File: config.mk
export PLATFORM = sky130hd
export DESIGN_NAME = car_controller
export DESIGN_NICKNAME = d
export VERILOG_FILES = /design/src/rtl/car_controller.sv
export SDC_FILE = /design/constraint.sdc
export NUM_CORES = 1
export LEC_CHECK = 0
export CORE_ASPECT_RATIO = 1.25
export CORE_MARGIN = 3
export CORE_UTILIZATION = 25
export DETAILED_ROUTE_END_ITERATION = 10
export MAX_ROUTING_LAYER = met4
export PLACE_DENSITY = 0.54
export SLEW_MARGIN = 20
export SYNTH_ARGS = -nofsm -noshare
export SYNTH_HDL_FRONTEND = slang
export SYNTH_SLANG_ARGS = --single-unit
File: constraint.sdc
create_clock -name clk -period 2.6 [get_ports clk]
set_input_delay 0.26 -clock clk [delete_from_list [all_inputs] [get_ports clk]]
set_output_delay 0.26 -clock clk [all_outputs]
set_load 0.01 [all_outputs]
File: src/rtl/car_controller.sv
// car_controller: single elevator car that travels floor by floor, stops for matching calls,
// holds the door open for a dwell time and pulses clear masks for the calls it served.
module car_controller #(
  parameter int FLOOR_TICKS = 8,
  parameter int DOOR_TICKS  = 6
) (
  input  logic        clk,
  input  logic        reset,
  input  logic        enable,
  input  logic [1:0]  nextDirection,
  input  logic [13:0] floorButton,
  input  logic [7:1]  internalButton,
  output logic [2:0]  currentFloor,
  output logic [1:0]  currentDirection,
  output logic        move,
  output logic        doorState,
  output logic [13:0] clearFloorButton,
  output logic [7:1]  clearInternalButton
);
  localparam int MAXT = FLOOR_TICKS > DOOR_TICKS ? FLOOR_TICKS : DOOR_TICKS;
  localparam int CW = $clog2(MAXT) + 1;
  localparam logic [CW-1:0] TRAVEL_LOAD = CW'(FLOOR_TICKS - 1);
  localparam logic [CW-1:0] DWELL_LOAD = CW'(DOOR_TICKS - 1);
  localparam logic [1:0] STOP = 2'b00, UP = 2'b10, DOWN = 2'b01;
  localparam logic [13:0] UP_BITS = 14'h2AAA, DOWN_BITS = 14'h1555;
  typedef enum logic [1:0] {IDLE, TRAVEL, ARRIVE, OPEN} state_t;
  state_t state_q;
  logic [2:0] floor_q;
  logic [1:0] dir_q;
  logic move_q, door_q;
  logic [CW-1:0] travel_q, dwell_q;
  logic [13:0] clr_fb_q, mask_fb_q;
  logic [7:1] clr_in_q, mask_in_q;
  logic [1:0] next_dir;
  logic [7:1] cab_bit;
  logic [13:0] hall_both, arr_fb;
  logic cab, edge_floor, idle_call, go_travel, arr_match, pulsing, retrig;
  logic [2:0] floor_d;
  always_comb begin
    next_dir = nextDirection == 2'b11 ? STOP : nextDirection;
    cab_bit = 7'(1) << (floor_q - 3'd1);
    hall_both = 14'(3) << {floor_q - 3'd1, 1'b0};
    cab = |(internalButton & cab_bit);
    edge_floor = floor_q == 3'd1 || floor_q == 3'd7;
    arr_fb = floorButton & hall_both &
             ((UP_BITS & {14{dir_q == UP || edge_floor}}) | (DOWN_BITS & {14{dir_q == DOWN || edge_floor}}));
    arr_match = cab || |arr_fb;
    idle_call = cab || |(floorButton & hall_both);
    go_travel = (next_dir == UP && floor_q < 3'd7) || (next_dir == DOWN && floor_q > 3'd1);
    floor_d = dir_q == UP && floor_q < 3'd7 ? floor_q + 3'd1 :
              dir_q == DOWN && floor_q > 3'd1 ? floor_q - 3'd1 : floor_q;
    // A button still lit during its own clear pulse is the old call, not a new press.
    pulsing = |clr_fb_q || |clr_in_q;
    retrig = !pulsing && (|(floorButton & mask_fb_q) || |(internalButton & mask_in_q));
  end
  always_ff @(posedge clk) begin
    if (!reset) begin
      state_q <= IDLE;
      floor_q <= 3'd1;
      dir_q <= STOP;
      move_q <= 1'b0;
      door_q <= 1'b0;
      travel_q <= '0;
      dwell_q <= '0;
      clr_fb_q <= '0;
      clr_in_q <= '0;
      mask_fb_q <= '0;
      mask_in_q <= '0;
    end else if (!enable) begin
      clr_fb_q <= '0;
      clr_in_q <= '0;
    end else begin
      clr_fb_q <= '0;
      clr_in_q <= '0;
      case (state_q)
        IDLE: begin
          dir_q <= next_dir;
          if (idle_call) begin
            state_q <= OPEN;
            door_q <= 1'b1;
            dwell_q <= DWELL_LOAD;
            mask_fb_q <= hall_both;
            mask_in_q <= cab_bit;
            clr_fb_q <= hall_both;
            clr_in_q <= cab_bit;
          end else if (go_travel) begin
            state_q <= TRAVEL;
            move_q <= 1'b1;
            travel_q <= TRAVEL_LOAD;
          end
        end
        TRAVEL: begin
          if (travel_q == '0) begin
            state_q <= ARRIVE;
            floor_q <= floor_d;
          end else begin
            travel_q <= travel_q - 1'b1;
          end
        end
        ARRIVE: begin
          move_q <= 1'b0;
          if (arr_match) begin
            state_q <= OPEN;
            door_q <= 1'b1;
            dwell_q <= DWELL_LOAD;
            mask_fb_q <= arr_fb;
            mask_in_q <= cab_bit;
            clr_fb_q <= arr_fb;
            clr_in_q <= cab_bit;
          end else begin
            state_q <= IDLE;
          end
        end
        OPEN: begin
          if (retrig) begin
            dwell_q <= DWELL_LOAD;
            clr_fb_q <= mask_fb_q;
            clr_in_q <= mask_in_q;
          end else if (dwell_q == '0) begin
            state_q <= IDLE;
            door_q <= 1'b0;
          end else begin
            dwell_q <= dwell_q - 1'b1;
          end
        end
        default: state_q <= IDLE;
      endcase
    end
  end
  assign currentFloor = floor_q;
  assign currentDirection = dir_q;
  assign move = move_q;
  assign doorState = door_q;
  assign clearFloorButton = clr_fb_q;
  assign clearInternalButton = clr_in_q;
endmodule

==> flow_metrics.env <==
export IMPL_slew_violations=0
export IMPL_drt_iter0_markers=243
export IMPL_stdcell_count=697
export IMPL_insertion_delay_ps=330
export IMPL_clk_pin_slew_ps=50
export IMPL_overflow=0
export IMPL_ys_seq_area_share_pct=34.1
export IMPL_vias=3894
export IMPL_synthArstFlopShare_pct=0
export IMPL_synth_top_area_share_pct=34.1
export IMPL_antenna_found_initial=0
export IMPL_grt_max_degree=26
export IMPL_dp_cells=672
export IMPL_finClkSkew_ps=11.4
export IMPL_drive_above_1_share_pct=26.2
export IMPL_syn_avg_cell_area_um2=7.99
export IMPL_cap_viol_max_count=0
export IMPL_period_share_pct=102
export IMPL_yosysTopAreaCell="dfxtp_1"
export IMPL_critical_path_class="flop to flop"
export IMPL_grt_usage_pct=17.2
export IMPL_die_width_um=111
export IMPL_drt_wl_total_um=13300
export IMPL_synth_area_top_cells="dfxtp_1 (34%), a21oi_1 (6.6%), nand2_1 (5.1%)"
export IMPL_status="complete, but fails checks"
export IMPL_r2r_slack_ps=-50
export IMPL_cts_sinks=59
export IMPL_crit_fanout=12
export IMPL_total_power_uw=2610
export IMPL_syn_num_nets=469
export IMPL_cts_tree="yes"
export IMPL_hpwlAfterDp_um=9230
export IMPL_synth_cell_type_count=62
export IMPL_clockBufferDepth=2
export IMPL_ys_seq_elements=59
export IMPL_fin_tns_setup_ps=-261
export IMPL_dp_slack_ps=-239
export IMPL_irDropWorstVdd_v=0.000267
export IMPL_path_cells="inv_4 -> buf_6 -> ha_4 -> a222oi_1 -> nand2_2 -> a222oi_1 -> buf_4 -> and3_4 -> clkbuf_16 -> o21ai_1 -> a21oi_1"
export IMPL_area_growth_pct=49.8
export IMPL_post_drt_wl_per_cell_um=19.1
export IMPL_vias_per_cell=5.59
export IMPL_cp_required_ps=2860
export IMPL_die_h_um=138
export IMPL_rows=47
export IMPL_ys_flop_type="dfxtp_1"
export IMPL_grt_pass1_vias=3766
export IMPL_cts_made_buffers=9
export IMPL_synthesis_area_mm2=0.00347
export IMPL_final_antenna_net_count=0
export IMPL_fin_util_pct=38.7
export IMPL_finalHoldViolCount=0
export IMPL_power_leakage_uw=0.00187
export IMPL_synth_warnings=0
export IMPL_drtPass1Iterations=7
export IMPL_start_util_pct=25.9
export IMPL_hold_path_class="flop to flop"
export IMPL_synth_edf_count=0
export IMPL_setup_ws_ps=-52.7
export IMPL_die_area_mm2=0.0153
export IMPL_io_pins=54
export IMPL_powerDensity_mw_per_mm2=502
export IMPL_cp_start_kind="flop"
export IMPL_setup_viol=17
export IMPL_fmaxAchievable_mhz=377
export IMPL_violations="negative setup slack"
export IMPL_drc=0
export IMPL_coreArea_mm2=0.0134
export IMPL_crit_path_frequent_cell="a222oi_1"
export IMPL_htree_levels=3
export IMPL_critPathSlowestCell="a222oi_1"
export IMPL_synthCells=434
export IMPL_maxSlewHeadroom_pct=46.4
export IMPL_grt_pass1_wl_um=20300
export IMPL_cp_arrival_ps=2910
export IMPL_port_buffers=53
export IMPL_period_needed_ps=2650
export IMPL_rsz0062_at_grt="true"
export IMPL_antennaDiodeCount=0
export IMPL_slowest_delay_ps=460
export IMPL_endpoint_kind="flop"
export IMPL_nets=556
export IMPL_clockRootBuffer="clkbuf_16"
export IMPL_tightest_slew_ps=797
export IMPL_place_gp_congestion=0.892
synthesized netlist by cell type, types with 3 or more instances:
master and n:
a211oi_1 9, a21oi_1 46, a21oi_2 9, a221oi_1 6, a222oi_1 3, a22o_1 7, a22oi_1 15, a31oi_1 8
and2_1 9, and3_1 11, buf_2 4, buf_6 3, clkbuf_1 18, dfxtp_1 59, ha_1 9, inv_1 14
mux2i_1 4, nand2_1 47, nand3_1 27, nand3b_1 3, nand4_1 4, nor2_1 14, nor2b_1 3, nor3_1 8
nor4_1 4, o21ai_0 17, o21ai_1 23, or4_1 8
worst max-delay path: cells and delay by family, from the launching register on:
family / cells / cell delay, ps
AO/OA/AOI/OAI: 4 / 1070
flip-flops: 1 / 360
adder cells (fa/ha/maj): 1 / 160
buffers and inverters: 4 / 580
AND/OR/NAND/NOR: 2 / 400
flip-flops by register name, indices dropped and copies added, names as in the netlist, 3 cells and up:
name                 flops
clearFloorButton        14
mask_fb_q               14
clearInternalButton      7
mask_in_q                7
dwell_q                  4
travel_q                 4
currentFloor             3
metal layers:
metal / up-vias / global-route usage [%] / wire length [um]
li1: 1813 / - / -
met1: 1848 / 20.6 / 5380
met2: 199 / 27.9 / 6490
met3: 34 / 3.34 / 909
met4: 0 / 8.32 / 524
met5: - / - / 0
kinds of logic (layout without fill, tap and decap cells):
family          after synthesis  after routing  synth area share [%]
xor+xnor                      5              5                  1.70
fa+ha+maj                     9              9                  3.25
flops                        59             59                  34.1
buf+inv                      43            135                  6.21
mux                           6              6                  1.80
simple gates                147            147                  21.7
compound gates              165            165                  31.3
final timing paths:
check	from	endpoint	cells after the start
hold reg to reg	travel_q[3]$_SDFFE_PN0P_	travel_q[3]$_SDFFE_PN0P_	1
setup reg to reg	currentFloor[1]$_SDFFE_PN0P_	mask_in_q[7]$_SDFFE_PN0P_	11
setup / recovery	currentFloor[1]$_SDFFE_PN0P_	mask_in_q[7]$_SDFFE_PN0P_	11
hold / removal	travel_q[3]$_SDFFE_PN0P_	travel_q[3]$_SDFFE_PN0P_	1
layout make-up:
class | count | area (um^2)
fillers | 1382 | 8210
inverters | 14 | 55.1
flip-flops and latches | 59 | 1190
repair buffers | 105 | 1030
multi-input cells | 332 | 2430
clock inverters | 4 | 25.0
well taps | 171 | 214
clock buffers | 12 | 256
cells in the final DEF (no fill, tap or decap), types with 13 or more instances in the layout:
master,count
a22oi_1,13
o21ai_0,14
clkdlybuf4s50_1,53
dfxtp_1,56
nand3_1,25
a21oi_1,40
nor2_1,14
buf_4,38
nand2_1,47
o21ai_1,14
a21oi_2,14
power breakdown:
group	internal, uW	leakage [uW]	switching [uW]
Clock	693	0.000135	437
Sequential	927	0.000479	26.0
Combinational	221	0.00125	303
metrics by stage:
stage	hold slack (ps)	area, um^2
finish	459	5190
global route	499	5190
CTS	458	4840
detailed placement	449	4420
global placement	446	4420
floorplan	410	3480
what timing repair did:
item,CTS,global route
hold endpoints to repair,0,0
hold buffers,0,0
endpoints found under the setup margin,40,53
pin swaps,12,41
resized for setup,19,61
buffers inserted,4,2
cloned,1,2
Power figures use the tool's default switching activity.
